`config.mk`:
```
export PLATFORM = sky130hd
export DESIGN_NAME = instruction_loader
export DESIGN_NICKNAME = d
export VERILOG_FILES = /design/src/rtl/loader_pkg.sv /design/src/rtl/byte_packer.sv /design/src/rtl/instruction_loader.sv
export SDC_FILE = /design/constraint.sdc
export NUM_CORES = 1
export LEC_CHECK = 0
export BUFFER_PORTS_ARGS = -buffer_cell sky130_fd_sc_hd__buf_2
export CELL_PAD_IN_SITES_DETAIL_PLACEMENT = 0
export CELL_PAD_IN_SITES_GLOBAL_PLACEMENT = 2
export CORE_ASPECT_RATIO = 1.1
export CORE_UTILIZATION = 38
export CTS_BUF_LIST = sky130_fd_sc_hd__clkbuf_16
export DETAILED_ROUTE_END_ITERATION = 10
export GPL_ROUTABILITY_DRIVEN = 0
export GPL_TIMING_DRIVEN = 0
export PLACE_DENSITY_LB_ADDON = 0.15
export SKIP_CTS_REPAIR_TIMING = 1
export SLEW_MARGIN = 20
export SYNTH_ARGS = -nofsm -noshare
export SYNTH_HDL_FRONTEND = slang
export SYNTH_HIERARCHICAL = 1
export SYNTH_SLANG_ARGS = --single-unit
export TNS_END_PERCENT = 10
```
`constraint.sdc`:
```
create_clock -name clock -period 4.2 [get_ports clock]
set_input_delay 0.21 -clock clock [delete_from_list [all_inputs] [get_ports clock]]
set_output_delay 0.21 -clock clock [all_outputs]
set_load 0.02 [all_outputs]
```
`src/rtl/loader_pkg.sv`:
```
// ---------------------------------------------------------------------------
// loader_pkg
// Shared definitions for the instruction loader: FSM state encoding, the
// default end-of-program word and the number of bytes per instruction word.
// Optional feature macro used by the loader: LOADER_CHECKSUM_EN.
// ---------------------------------------------------------------------------
package loader_pkg;

    localparam int NB_DATA_DEF    = 32;
    localparam int NB_BYTE_DEF    = 8;
    localparam int BYTES_PER_WORD = NB_DATA_DEF / NB_BYTE_DEF;

    localparam logic [NB_DATA_DEF-1:0] HALT_WORD_DEF = 32'hFFFF_FFFF;

    // CHECK is only reachable when the checksum feature is compiled in.
    typedef enum logic [2:0] {
        ST_IDLE  = 3'd0,
        ST_RECV  = 3'd1,
        ST_WRITE = 3'd2,
        ST_CHECK = 3'd3,
        ST_DONE  = 3'd4,
        ST_ERROR = 3'd5
    } state_t;

endpackage

```
`src/rtl/byte_packer.sv`:
```
// ---------------------------------------------------------------------------
// byte_packer
// Assembles accepted bytes into a big-endian word (first byte ends up in the
// MSB) and latches the finished word once the last byte of a word arrives.
//
// Ports:
//   clock        system clock, rising edge
//   reset        asynchronous, active-high reset
//   i_clear      synchronous clear of the shift register and byte counter
//   i_accept     i_byte is taken this cycle
//   i_byte       incoming byte
//   o_word       last completed word (held until the next word completes)
//   o_word_ready pulse: the byte accepted this cycle completes a word
// ---------------------------------------------------------------------------
module byte_packer
    import loader_pkg::*;
#(
    parameter int NB_DATA = 32,
    parameter int NB_BYTE = 8
) (
    input  logic               clock,
    input  logic               reset,
    input  logic               i_clear,
    input  logic               i_accept,
    input  logic [NB_BYTE-1:0] i_byte,
    output logic [NB_DATA-1:0] o_word,
    output logic               o_word_ready
);

    localparam logic [1:0] LAST_BYTE = 2'(BYTES_PER_WORD - 1);

    logic [NB_DATA-1:0] shift_q, shift_d;
    logic [NB_DATA-1:0] word_q,  word_d;
    logic [1:0]         count_q, count_d;

    // Shift in accepted bytes; on the last byte of a word, copy the complete
    // word into a separate holding register so the write data stays stable
    // while the next word is already being shifted in.
    always_comb begin
        shift_d      = shift_q;
        count_d      = count_q;
        word_d       = word_q;
        o_word_ready = 1'b0;
        if (i_clear) begin
            shift_d = '0;
            count_d = '0;
        end else if (i_accept) begin
            shift_d = {shift_q[NB_DATA-NB_BYTE-1:0], i_byte};
            count_d = count_q + 2'd1;
            if (count_q == LAST_BYTE) begin
                o_word_ready = 1'b1;
                word_d       = shift_d;
            end
        end
    end

    // Packer state registers.
    always_ff @(posedge clock or posedge reset) begin
        if (reset) begin
            shift_q <= '0;
            word_q  <= '0;
            count_q <= '0;
        end else begin
            shift_q <= shift_d;
            word_q  <= word_d;
            count_q <= count_d;
        end
    end

    assign o_word = word_q;

endmodule

```
`src/rtl/instruction_loader.sv`:
```
// ---------------------------------------------------------------------------
// instruction_loader
// Receives a serial byte stream, packs it into big-endian instruction words
// and writes them to consecutive instruction-memory word addresses until the
// HALT word is written (done) or memory runs out (overflow).
//
// Optional feature macro: LOADER_CHECKSUM_EN
//   When defined, a running XOR of every accepted byte is kept and one extra
//   byte after HALT is compared against it (CHECK state, o_checksum_err).
//   When undefined, HALT goes straight to DONE and o_checksum_err is 0.
//
// Ports:
//   clock, reset     rising-edge clock, asynchronous active-high reset
//   i_start          pulse: begin a new load (ignored while busy)
//   i_rx_data        received byte
//   i_rx_valid       i_rx_data valid this cycle
//   o_wr_en          instruction memory write strobe (WRITE state only)
//   o_wr_addr        word address of the write (held afterwards)
//   o_wr_data        instruction word written (held afterwards)
//   o_busy           load in progress (RECV/WRITE/CHECK)
//   o_done           HALT written
//   o_overflow       memory full before HALT
//   o_word_count     words written including HALT
//   o_checksum_err   checksum mismatch
// ---------------------------------------------------------------------------
module instruction_loader
    import loader_pkg::*;
#(
    parameter int                 NB_DATA   = 32,
    parameter int                 NB_BYTE   = 8,
    parameter int                 NB_ADDR   = 10,
    parameter logic [NB_DATA-1:0] HALT_WORD = HALT_WORD_DEF
) (
    input  logic               clock,
    input  logic               reset,
    input  logic               i_start,
    input  logic [NB_BYTE-1:0] i_rx_data,
    input  logic               i_rx_valid,
    output logic               o_wr_en,
    output logic [NB_ADDR-1:0] o_wr_addr,
    output logic [NB_DATA-1:0] o_wr_data,
    output logic               o_busy,
    output logic               o_done,
    output logic               o_overflow,
    output logic [NB_ADDR:0]   o_word_count,
    output logic               o_checksum_err
);

    localparam logic [NB_ADDR-1:0] ADDR_ONE  = 1;
    localparam logic [NB_ADDR-1:0] ADDR_LAST = '1;
    localparam logic [NB_ADDR:0]   CNT_ONE   = 1;

    state_t state_q, state_d;

    logic [NB_ADDR-1:0] addr_q,    addr_d;
    logic [NB_ADDR-1:0] wr_addr_q, wr_addr_d;
    logic [NB_ADDR:0]   count_q,   count_d;
    logic               done_q,    done_d;
    logic               ovf_q,     ovf_d;

`ifdef LOADER_CHECKSUM_EN
    logic [NB_BYTE-1:0] xor_q,     xor_d;
    logic               cerr_q,    cerr_d;
`endif

    logic               pk_clear;
    logic               pk_accept;
    logic               pk_ready;
    logic [NB_DATA-1:0] pk_word;
    logic               is_halt;
    logic               at_last_addr;
    logic               write_continue;

    byte_packer #(
        .NB_DATA (NB_DATA),
        .NB_BYTE (NB_BYTE)
    ) u_byte_packer (
        .clock        (clock),
        .reset        (reset),
        .i_clear      (pk_clear),
        .i_accept     (pk_accept),
        .i_byte       (i_rx_data),
        .o_word       (pk_word),
        .o_word_ready (pk_ready)
    );

    // In WRITE the packer still holds the word being written, so the next
    // state can be decided from it. A byte arriving during WRITE is only kept
    // when the load carries on, which lets bytes stream back-to-back.
    assign is_halt        = (pk_word == HALT_WORD);
    assign at_last_addr   = (addr_q == ADDR_LAST);
    assign write_continue = !is_halt && !at_last_addr;
    assign pk_accept      = i_rx_valid &&
                            ((state_q == ST_RECV) ||
                             ((state_q == ST_WRITE) && write_continue));

    // Next-state logic: start handling, word completion, write outcome and
    // (when compiled in) the checksum comparison.
    always_comb begin
        state_d   = state_q;
        addr_d    = addr_q;
        wr_addr_d = wr_addr_q;
        count_d   = count_q;
        done_d    = done_q;
        ovf_d     = ovf_q;
        pk_clear  = 1'b0;
`ifdef LOADER_CHECKSUM_EN
        xor_d     = xor_q;
        cerr_d    = cerr_q;
`endif
        unique case (state_q)
            ST_IDLE, ST_DONE, ST_ERROR: begin
                if (i_start) begin
                    state_d  = ST_RECV;
                    addr_d   = '0;
                    count_d  = '0;
                    done_d   = 1'b0;
                    ovf_d    = 1'b0;
                    pk_clear = 1'b1;
`ifdef LOADER_CHECKSUM_EN
                    xor_d    = '0;
                    cerr_d   = 1'b0;
`endif
                end
            end
            ST_RECV: begin
                if (pk_ready) begin
                    state_d   = ST_WRITE;
                    wr_addr_d = addr_q;
                end
            end
            ST_WRITE: begin
                count_d = count_q + CNT_ONE;
                if (is_halt) begin
`ifdef LOADER_CHECKSUM_EN
                    state_d = ST_CHECK;
`else
                    state_d = ST_DONE;
                    done_d  = 1'b1;
`endif
                end else if (at_last_addr) begin
                    state_d = ST_ERROR;
                    ovf_d   = 1'b1;
                end else begin
                    state_d = ST_RECV;
                    addr_d  = addr_q + ADDR_ONE;
                end
            end
`ifdef LOADER_CHECKSUM_EN
            ST_CHECK: begin
                if (i_rx_valid) begin
                    state_d = ST_DONE;
                    done_d  = 1'b1;
                    cerr_d  = (i_rx_data != xor_q);
                end
            end
`endif
            default: begin
                state_d = ST_IDLE;
            end
        endcase
`ifdef LOADER_CHECKSUM_EN
        if (pk_accept) begin
            xor_d = xor_q ^ i_rx_data;
        end
`endif
    end

    // State, address, counter and status flag registers.
    always_ff @(posedge clock or posedge reset) begin
        if (reset) begin
            state_q   <= ST_IDLE;
            addr_q    <= '0;
            wr_addr_q <= '0;
            count_q   <= '0;
            done_q    <= 1'b0;
            ovf_q     <= 1'b0;
`ifdef LOADER_CHECKSUM_EN
            xor_q     <= '0;
            cerr_q    <= 1'b0;
`endif
        end else begin
            state_q   <= state_d;
            addr_q    <= addr_d;
            wr_addr_q <= wr_addr_d;
            count_q   <= count_d;
            done_q    <= done_d;
            ovf_q     <= ovf_d;
`ifdef LOADER_CHECKSUM_EN
            xor_q     <= xor_d;
            cerr_q    <= cerr_d;
`endif
        end
    end

    assign o_wr_en      = (state_q == ST_WRITE);
    assign o_wr_addr    = wr_addr_q;
    assign o_wr_data    = pk_word;
    assign o_busy       = (state_q == ST_RECV) || (state_q == ST_WRITE) ||
                          (state_q == ST_CHECK);
    assign o_done       = done_q;
    assign o_overflow   = ovf_q;
    assign o_word_count = count_q;
`ifdef LOADER_CHECKSUM_EN
    assign o_checksum_err = cerr_q;
`else
    assign o_checksum_err = 1'b0;
`endif

endmodule

```
Word level (Yosys, flattened, before mapping)

Cells that the tools add are included.

Add/sub/neg operators: 3
Reduce and logical (&&, ||, !) cells: 19
Bitwise gates (word level): 1
Eq/ne operators: 14
Mux-type cells: 26

Operators with widths:

| operator                                                               | count |
|---|---|
| 24-bit 2-to-1 mux                                                      | 2 |
| 32-bit equality test (second input constant)                           | 1 |
| 10-bit 2-to-1 mux                                                      | 3 |
| 11-bit case mux with 2 select lines                                    | 1 |
| 10-bit case mux with 2 select lines                                    | 1 |
| 3-bit 2-to-1 mux                                                       | 4 |
| 11-bit by 1-bit adder with 11-bit output (second input constant)       | 1 |
| 11-bit 2-to-1 mux                                                      | 1 |
| 10-bit by 1-bit adder with 10-bit output (second input constant)       | 1 |
| 10-bit equality test (second input constant)                           | 1 |
| 1-bit 2-to-1 mux                                                       | 9 |
| 3-bit case mux with 3 select lines                                     | 1 |
| 2-bit != test (second input constant)                                  | 4 |
| 4-bit AND reduction                                                    | 2 |
| 3-bit by 2-bit equality test with 1-bit output (second input constant) | 2 |
| 3-bit equality test (second input constant)                            | 2 |
| 2-bit AND reduction                                                    | 3 |
| 3-bit AND reduction                                                    | 2 |
| 2-bit 2-to-1 mux                                                       | 2 |
| 2-bit by 1-bit != test with 1-bit output (second input constant)       | 2 |
| 1-bit case mux with 2 select lines                                     | 2 |
| 2-bit nonzero test                                                     | 2 |
| 3-bit by 1-bit equality test with 1-bit output (second input constant) | 1 |
| 1-bit logical AND                                                      | 3 |
| other kinds (7)                                                        | 10 |

Output and inout port bits: 58
Flip-flop bits (word level): 94
Input port bits: 12
Word-level logic and storage cells: 72

Depth between registers and ports, before layout

Gate-level depths: netlist of run 1.

Depth in word-level cells: 10
Mapped depth: 14
Depth with buffers taken out: 10

Modules after synthesis

Netlist of run 1, hierarchy kept.

By module, submodules not included:

| module             | sequential area each (sq um) | area an instance (sq um) | cells an instance | times used |
|---|---|---|---|---|
| byte_packer        | 1,451.4                      | 2,392.3                  | 155               | 1 |
| instruction_loader | 900.9                        | 1,856.8                  | 173               | 1 |

Worst setup path before layout of run 1

OpenSTA, ideal clock, no wires.

Path kind: register to register
Start: reg state_q[0]
End: reg wr_addr_q[0], in the netlist o_wr_addr[0]
Path slack: 1.126 ns
Period minus slack after synthesis: 3.074 ns
Data required time: 4.075 ns
Stages on the path, launching flop included: 15
Buffers on the path: 5
Arrival: 2.949 ns
Cells stage by stage: dfrtp_1 -> or3b_1 -> buf_6 -> clkinv_8 -> o31ai_4 -> a21oi_4 -> clkbuf_8 -> o21a_1 -> buf_4 -> nand3b_4 -> buf_6 -> inv_1 -> and4bb_2 -> clkbuf_1 -> mux2_2

Word-level cells in the longest chain between the ends: 7

RTL lines:

| item                                           | RTL line                  | RTL |
|---|---|---|
| start: declaration                             | instruction_loader.sv:53  | `state_t state_q, state_d;` |
| start signal: assignment                       | instruction_loader.sv:183 | `state_q <= state_d;` |
| 3-bit by 2-bit equality test with 1-bit output | --                        |  |
| via o_wr_en                                    | instruction_loader.sv:39  | `output logic o_wr_en,` |
| 1-bit logical AND                              | instruction_loader.sv:95  | `((state_q == ST_WRITE) && write_continue));` |
| 1-bit logical OR                               | instruction_loader.sv:94  | `((state_q == ST_RECV) \|\|` |
| 1-bit logical AND                              | instruction_loader.sv:93  | `assign pk_accept = i_rx_valid &&` |
| via pk_accept                                  | instruction_loader.sv:67  | `logic pk_accept;` |
| 1-bit 2-to-1 mux                               | byte_packer.sv:47         | `end else if (i_accept) begin` |
| 1-bit 2-to-1 mux                               | byte_packer.sv:44         | `if (i_clear) begin` |
| via pk_ready                                   | instruction_loader.sv:68  | `logic pk_ready;` |
| 2-bit AND reduction (no source line)           | --                        |  |
| end signal: assignment                         | instruction_loader.sv:185 | `wr_addr_q <= wr_addr_d;` |
| end: declaration                               | instruction_loader.sv:56  | `logic [NB_ADDR-1:0] wr_addr_q, wr_addr_d;` |

The timed path passes the listed nets, and every way through them passes these cells.
A chain may end at the register's enable or synchronous reset.

Final worst setup path of run 1

Start: reg state_q[0]
End: reg wr_addr_q[8], in the netlist o_wr_addr[8]

Word-level cells in the longest chain between the ends: 7

RTL lines:

| item                                           | RTL line |
|---|---|
| 3-bit by 2-bit equality test with 1-bit output | instruction_loader.sv:95 |
| 1-bit logical AND                              | instruction_loader.sv:95 |
| 1-bit logical OR *                             | instruction_loader.sv:94 |
| 1-bit logical AND *                            | instruction_loader.sv:93 |
| via pk_accept                                  | instruction_loader.sv:67 |
| 1-bit 2-to-1 mux *                             | byte_packer.sv:47 |
| 1-bit 2-to-1 mux *                             | byte_packer.sv:44 |
| via pk_ready                                   | instruction_loader.sv:68 |
| 2-bit AND reduction (no source line) *         | -- |

Mark *: on every way through the listed nets, which the timed path passes. The rest lies on a longest branch.

==> metrics.txt, run 1 <==
final period utilization 83.9%; RSZ-0062 raised after global routing no; initial core utilization 38.9%; CTS tree done; M1 WL 4.13 mm; total wire length 9.03 mm; DP HPWL ~6.3 mm; Die H 113 um; P_int between 2 and 2.5 mW; Max-Cap Viols 0; Worst-Skew Late Latency 340 ps; Ant. Diodes 0; most common cell in the netlist dfrtp_1; Cell Rows 40; fmax approximately 280 MHz; Period minus WS final 3520 ps; CP arrival 3750 ps; largest net degree at the start of global routing 58; Hold Path Class primary input to flip-flop; fill count about 1,000; violation count after the first detailed-route iteration 101; Synth area leaders dfrtp_1 55%, mux2_4 10%, mux2i_1 6.1%; Reg power frac 42.9%; clk buf depth 2; Hold Vio Cnt, Final 0; gr usage total between 10% and 20%; LEAKAGE ~2.6 nW; H-tree depth 3; antenna violations before repair 0; DR WL/cell 16.1 um; hold_ws around 110 ps; vias in the first global route 2,734; Sink Count 94; CP max FO 10; Buffers on Ports 68; max incr delay on CP 470 ps; die width 103 um; Clk pwr share 22.1%; post-DR vias/cell 5.02; DRT Pass-1 Iters 4; design area 0.00512 mm2; syn_nets 343; Core ar. about 0.011 mm2; remaining global-route overflow 0; met3 wire length 286 um; Net Sw Power 1.26 mW; Worst Path Required approximately 4400 ps; cell taking the most area after synthesis dfrtp_1; clk slew on worst S/H paths 60 ps; post-synth cell types 49; Least-Margin Pin Slew 596 ps; critical-path cell list or3b_1 -> buf_6 -> clkinv_8 -> o31ai_4 -> a21oi_4 -> clkbuf_8 -> o21a_1 -> buf_4 -> nand3b_4 -> buf_6 -> inv_1 -> and4bb_2 -> clkbuf_1 -> mux2_2; Worst Setup End Kind flip-flop; Synth Warn # 6; average size of a mapped cell roughly 13 um2; Final Setup Violations 0; Post-synth top flop dfrtp_1; Post-synth ARST share 100%; synth cell count leaders 94 x dfrtp_1, 36 x nor2_1, 29 x mux2_4; Sw Ratio ~36%; first-pass GRT wire length 14.8 mm; maximum VDD drop 0.291 mV; share of cells above drive strength 1 37.3%; number of synthesized register bits 94; Final #Nets 425; Most common cell on crit path buf_6; Post-Syn Instances between 300 and 400; post-synthesis sequential area ratio a little under three fifths; startpoint types flip-flop; slowest CP cell clkbuf_1; number of CTS-inserted buffers 9; final slew viol count 0; number of synthesized flops with an enable pin 0; die footprint 0.0116 mm2; Final ANT Viol Nets 0; P per Cell Area approximately 700 mW/mm2; Combinational Power Share 35.0%; status finished clean; met2 routed WL 4.39 mm; max_slew headroom 60.3%; clock skew 6.52 ps; top sig layer met4; WS Path Type flip-flop to flip-flop; Ports 70; dpl cell area 0.00482 mm2; CP delay by family, top buffers and inverters; top-area cell type share of the netlist area 55.4%; DRC Markers 0; synthesized area around 0.0042 mm2; worst path buffer plus inverter count 7; routed via count 2,820; synthesis-to-finish area growth 20.4%; clock root buffer clkbuf_16; Setup TNS 0 ps
kinds of logic (layout without fill, tap and decap cells):
logic type	count (synthesis)	in the layout	share of synthesized area [%]
buffers and inverters	20	107	3.71
other	1	1	0.0883
AND/OR/NAND/NOR	105	105	13.4
AO/OA/AOI/OAI	32	32	5.65
flip-flops	94	94	55.4
multiplexers	69	69	20.1
adder cells (fa/ha/maj)	3	3	0.883
XOR/XNOR	4	4	0.824
registers in the layout, summed over array words and instances, names as in the netlist:
name,cells
u_byte_packer/shift_q,24
o_overflow,1
o_wr_addr,10
u_byte_packer/o_word,32
state_q,3
addr_q,10
o_done,1
o_word_count,11
u_byte_packer/count_q,2
area by class of cell:
class                           instances  area, um2  area share (%)
Timing Repair Buffer                   71        398            7.78
Inverter                                6       37.5           0.734
Buffer                                 14        123            2.40
Tap cell                              147        184            3.60
Sequential cell                        94       2350            46.0
Clock inverter                          7       57.6            1.12
Clock buffer                            9        225            4.40
Multi-Input combinational cell        214       1740            34.0
path summary, 6_finish.rpt:
kind	slack [ps]	depth (start not counted)	from	to
worst max-delay path	680	14	state_q[0]	o_wr_addr[8]
worst min-delay path	110	2	i_rx_data[7]	u_byte_packer/o_word[7]
worst max register to register	680	14	state_q[0]	o_wr_addr[8]
worst min register to register	480	2	o_overflow	o_overflow
max in group asynchronous	3370	4	reset	o_word_count[6]
min in group asynchronous	300	3	reset	u_byte_packer/o_word[1]
through the flow:
stage | setup slack [ps] | std cells | utilization [%] | power (mW)
4_1_cts | 592 | 561 | 46.8 | 3.59
3_3_place_gp | 659 | 543 | 43.8 | 2.76
3_5_place_dp | 611 | 545 | 44.2 | 2.78
6_report | 678 | 562 | 46.9 | 3.54
5_1_grt | 456 | 562 | 46.9 | 3.77
2_1_floorplan | 1130 | 328 | - | 2.38
power groups by stage:
stage | Sequential (mW) | Combinational (mW) | Clock [mW]
floorplan | 1.67 | 0.705 | 0
global placement | 1.53 | 1.23 | 0
detailed placement | 1.53 | 1.25 | 0
CTS | 1.52 | 1.25 | 0.810
global route | 1.57 | 1.35 | 0.852
finish | 1.52 | 1.24 | 0.782
layout by cell type (no fill, tap or decap), drive strengths merged, types with 2 or more instances in the layout:
cell    Yosys  routed
o211ai      2       2
dfrtp      94      94
o31ai       3       3
mux2i      26      26
a22o        3       3
nand3b      3       3
mux2       43      43
and3        7       7
a21oi       2       2
nor4        2       2
ha          3       3
nor3b       3       3
nor2       37      37
nand3      14      14
inv         5       7
nand4      10      10
xnor2       4       4
nand2      18      18
clkinv      1       4
o21ai      14      14
buf        10      80
a221o       4       4
clkbuf      4      13
nor3        3       3
worst reg2reg max path: stages, from the launching register on:
cell	delay, ps
dfrtp_1	440
or3b_1	410
buf_6	150
clkinv_8	70
o31ai_4	70
a21oi_4	180
clkbuf_8	200
o21a_1	130
buf_4	210
nand3b_4	160
buf_6	200
inv_1	80
and4bb_2	240
clkbuf_1	470
mux2_2	410
per-layer routing:
layer	vias to the layer above	track usage [%]
li1	1334	-
met1	1418	22.9
met2	54	26.2
met3	14	3.09
met4	0	9.20
met5	-	0
(Power assumes the default switching activity.)
==> run 2, diff against run 1 <==
Settings changed: ABC_AREA from default to 1, CORE_UTILIZATION 38 to 32.
Clock period 4.2 ns to 3.07 ns, I/O delays scaled along.
==> run 2 against run 1 <==
Sequential share of layout area decreased by 4.6 points; non-clock buffer count increased by 15; largest power group unchanged; worst setup slack got worse by 320 ps; via count increased by 33%; combinational power increased by 16%; count of clock-buffer cells in the layout unchanged; final cell count increased by 43%.
==> metrics.txt, run 2 <==
number of synthesized register bits 94; clk buf depth 2; Max-Cap Viols 0; DP HPWL 8.90 mm; Buffers on Ports 68; cell taking the most area after synthesis dfrtp_1; Setup TNS 0 ps; initial core utilization 32.9%; most frequent cells in the layout 156 x nand2_1, 94 x dfrtp_1, 80 x buf_2; Ports 70; DRC Markers 0; Period minus WS final 2720 ps; clock root buffer clkbuf_16; worst path buffer plus inverter count 4; max incr delay on CP 440 ps; Post-synth top flop dfrtp_1; Worst-Skew Late Latency approximately 350 ps; Final ANT Viol Nets 0; Hold Path Class primary input to flip-flop; synthesized area 0.00475 mm2; pre-CTS WS 241 ps; Synth area leaders dfrtp_1 50%, nand2_1 12%, nand2_4 6.9%; share of cells above drive strength 1 31.2%; leading cell type in the layout, fill and taps excluded nand2_1; post-synthesis sequential area ratio 49.5%; Die H 130 um; first-pass GRT wire length 20.2 mm; synthesis-to-finish area growth 19.8%; Worst Path Required 3340 ps; antenna violations before repair 0; Worst Setup End Kind flip-flop; number of CTS-inserted buffers 9; Final WS setup 355 ps; routed via count ~3,800; LEAKAGE 2.94 nW; most common cell in the netlist nand2_1; die width 118 um; die footprint 0.0153 mm2; post-DR vias/cell 4.70; fin cells 801; number of flip-flops in the largest register 32; total wire length between 10 and 15 mm; Post-Syn Instances 523; DRT Pass-1 Iters 4; Post-synth ARST share between 90% and 100%; status finished clean; dpl cell area about 0.0054 mm2; remaining global-route overflow 0; maximum VDD drop 0.339 mV; fmax 368 MHz; Core ar. 0.0144 mm2; clk slew on worst S/H paths 70 ps; violation count after the first detailed-route iteration about 180; clock skew 7.73 ps; Ant. Diodes 0; Synth Warn # 6; startpoint types flip-flop; Power Total 4.56 mW; WS Path Type flip-flop to flip-flop; RSZ-0062 raised after global routing no; CTS tree done; final period utilization 88.5%; DR WL/cell about 15 um; CP max FO 10; Hold Vio Cnt, Final 0; post-synth cell types 33; Final Setup Violations 0; slowest CP cell dfrtp_1; Post-Place Cells 785; H-tree depth 3; critical-path cell list ha_1 -> nand2_2 -> nor2_4 -> nand2_2 -> nor2_2 -> nand2_1 -> nand3_2 -> a21boi_0 -> buf_6 -> nand3_4 -> buf_12 -> inv_2 -> nand3_2 -> clkbuf_2 -> o21ai_0; largest net degree at the start of global routing 39; synth cell count leaders 156 x nand2_1, 94 x dfrtp_1, 46 x nand3_1; top-area cell type share of the netlist area about half; vias in the first global route 3,888; number of synthesized flops with an enable pin 0; CP delay by family, top simple AND/OR/NAND/NOR gates; P per Cell Area 802 mW/mm2; Cell Rows 46; CP arrival 2980 ps; Sink Count 94; syn_nets 538; design area 0.00569 mm2; gr usage total between 15 and 20%; final slew viol count 0; Final #Nets 620; average size of a mapped cell slightly above 9 um2
-- run 2: worst reg2reg max path, stage by stage, from the launching register on --
cell and delay, ps:
dfrtp_1 440, ha_1 250, nand2_2 110, nor2_4 60
nand2_2 70, nor2_2 40, nand2_1 80, nand3_2 90
a21boi_0 240, buf_6 190, nand3_4 160, buf_12 210
inv_2 80, nand3_2 180, clkbuf_2 270, o21ai_0 190
-- run 2: cell type report --
cell class              count  area (um2)
plain buffers              29         256
clock buffers               9         225
clock inverters             6        78.8
fillers                  1523        8760
inverters                  27         104
multi-input cells         373        2040
flip-flops and latches     94        2350
well taps                 192         240
repair buffers             71         390
-- run 2: cells by family (layout without fill, tap and decap cells) --
family,count (synthesis),after routing,synth area share (%)
other,1,1,0.0790
adders and majority gates,3,3,0.790
DFF,94,94,49.5
and+or+nand+nor,335,335,38.2
AOI/OAI and AO/OA,33,33,3.69
xor gates and xnor gates,1,1,0.184
buffers and inverters,56,142,7.51
-- run 2: power breakdown --
part | internal (mW) | total, mW | switching (mW)
Clock | 0.703 | 1.19 | 0.484
Sequential | 1.58 | 1.94 | 0.360
Combinational | 0.544 | 1.44 | 0.897
Total | 2.82 | 4.56 | 1.74
-- run 2: final timing paths --
kind,slack [ps],end,start,cells after the start
hold reg to reg,470,o_done,o_done,2
min in group asynchronous,330,u_byte_packer/shift_q[0],reset,3
setup reg to reg,350,o_wr_addr[0],addr_q[0],15
hold / removal,70,u_byte_packer/shift_q[7],i_rx_data[7],3
setup / recovery,350,o_wr_addr[0],addr_q[0],15
max in group asynchronous,2240,u_byte_packer/o_word[4],reset,4
-- run 2: metal layers --
layer  vias to the layer above  track usage, %  part of all wire, %
met2                        70            31.1                   52
met4                         0            8.30                  2.4
met1                      1804            20.6                   43
met3                        14            2.19                  3.0
li1                       1873               -                    -
met5                         -               0                    0
-- run 2: metrics by stage --
step           hold slack, ps  utilization (%)
2_1_floorplan             282                -
3_3_place_gp              422             36.9
3_5_place_dp              143             37.2
4_1_cts                  -227             39.3
5_1_grt                  83.7             39.4
6_report                 68.2             39.4
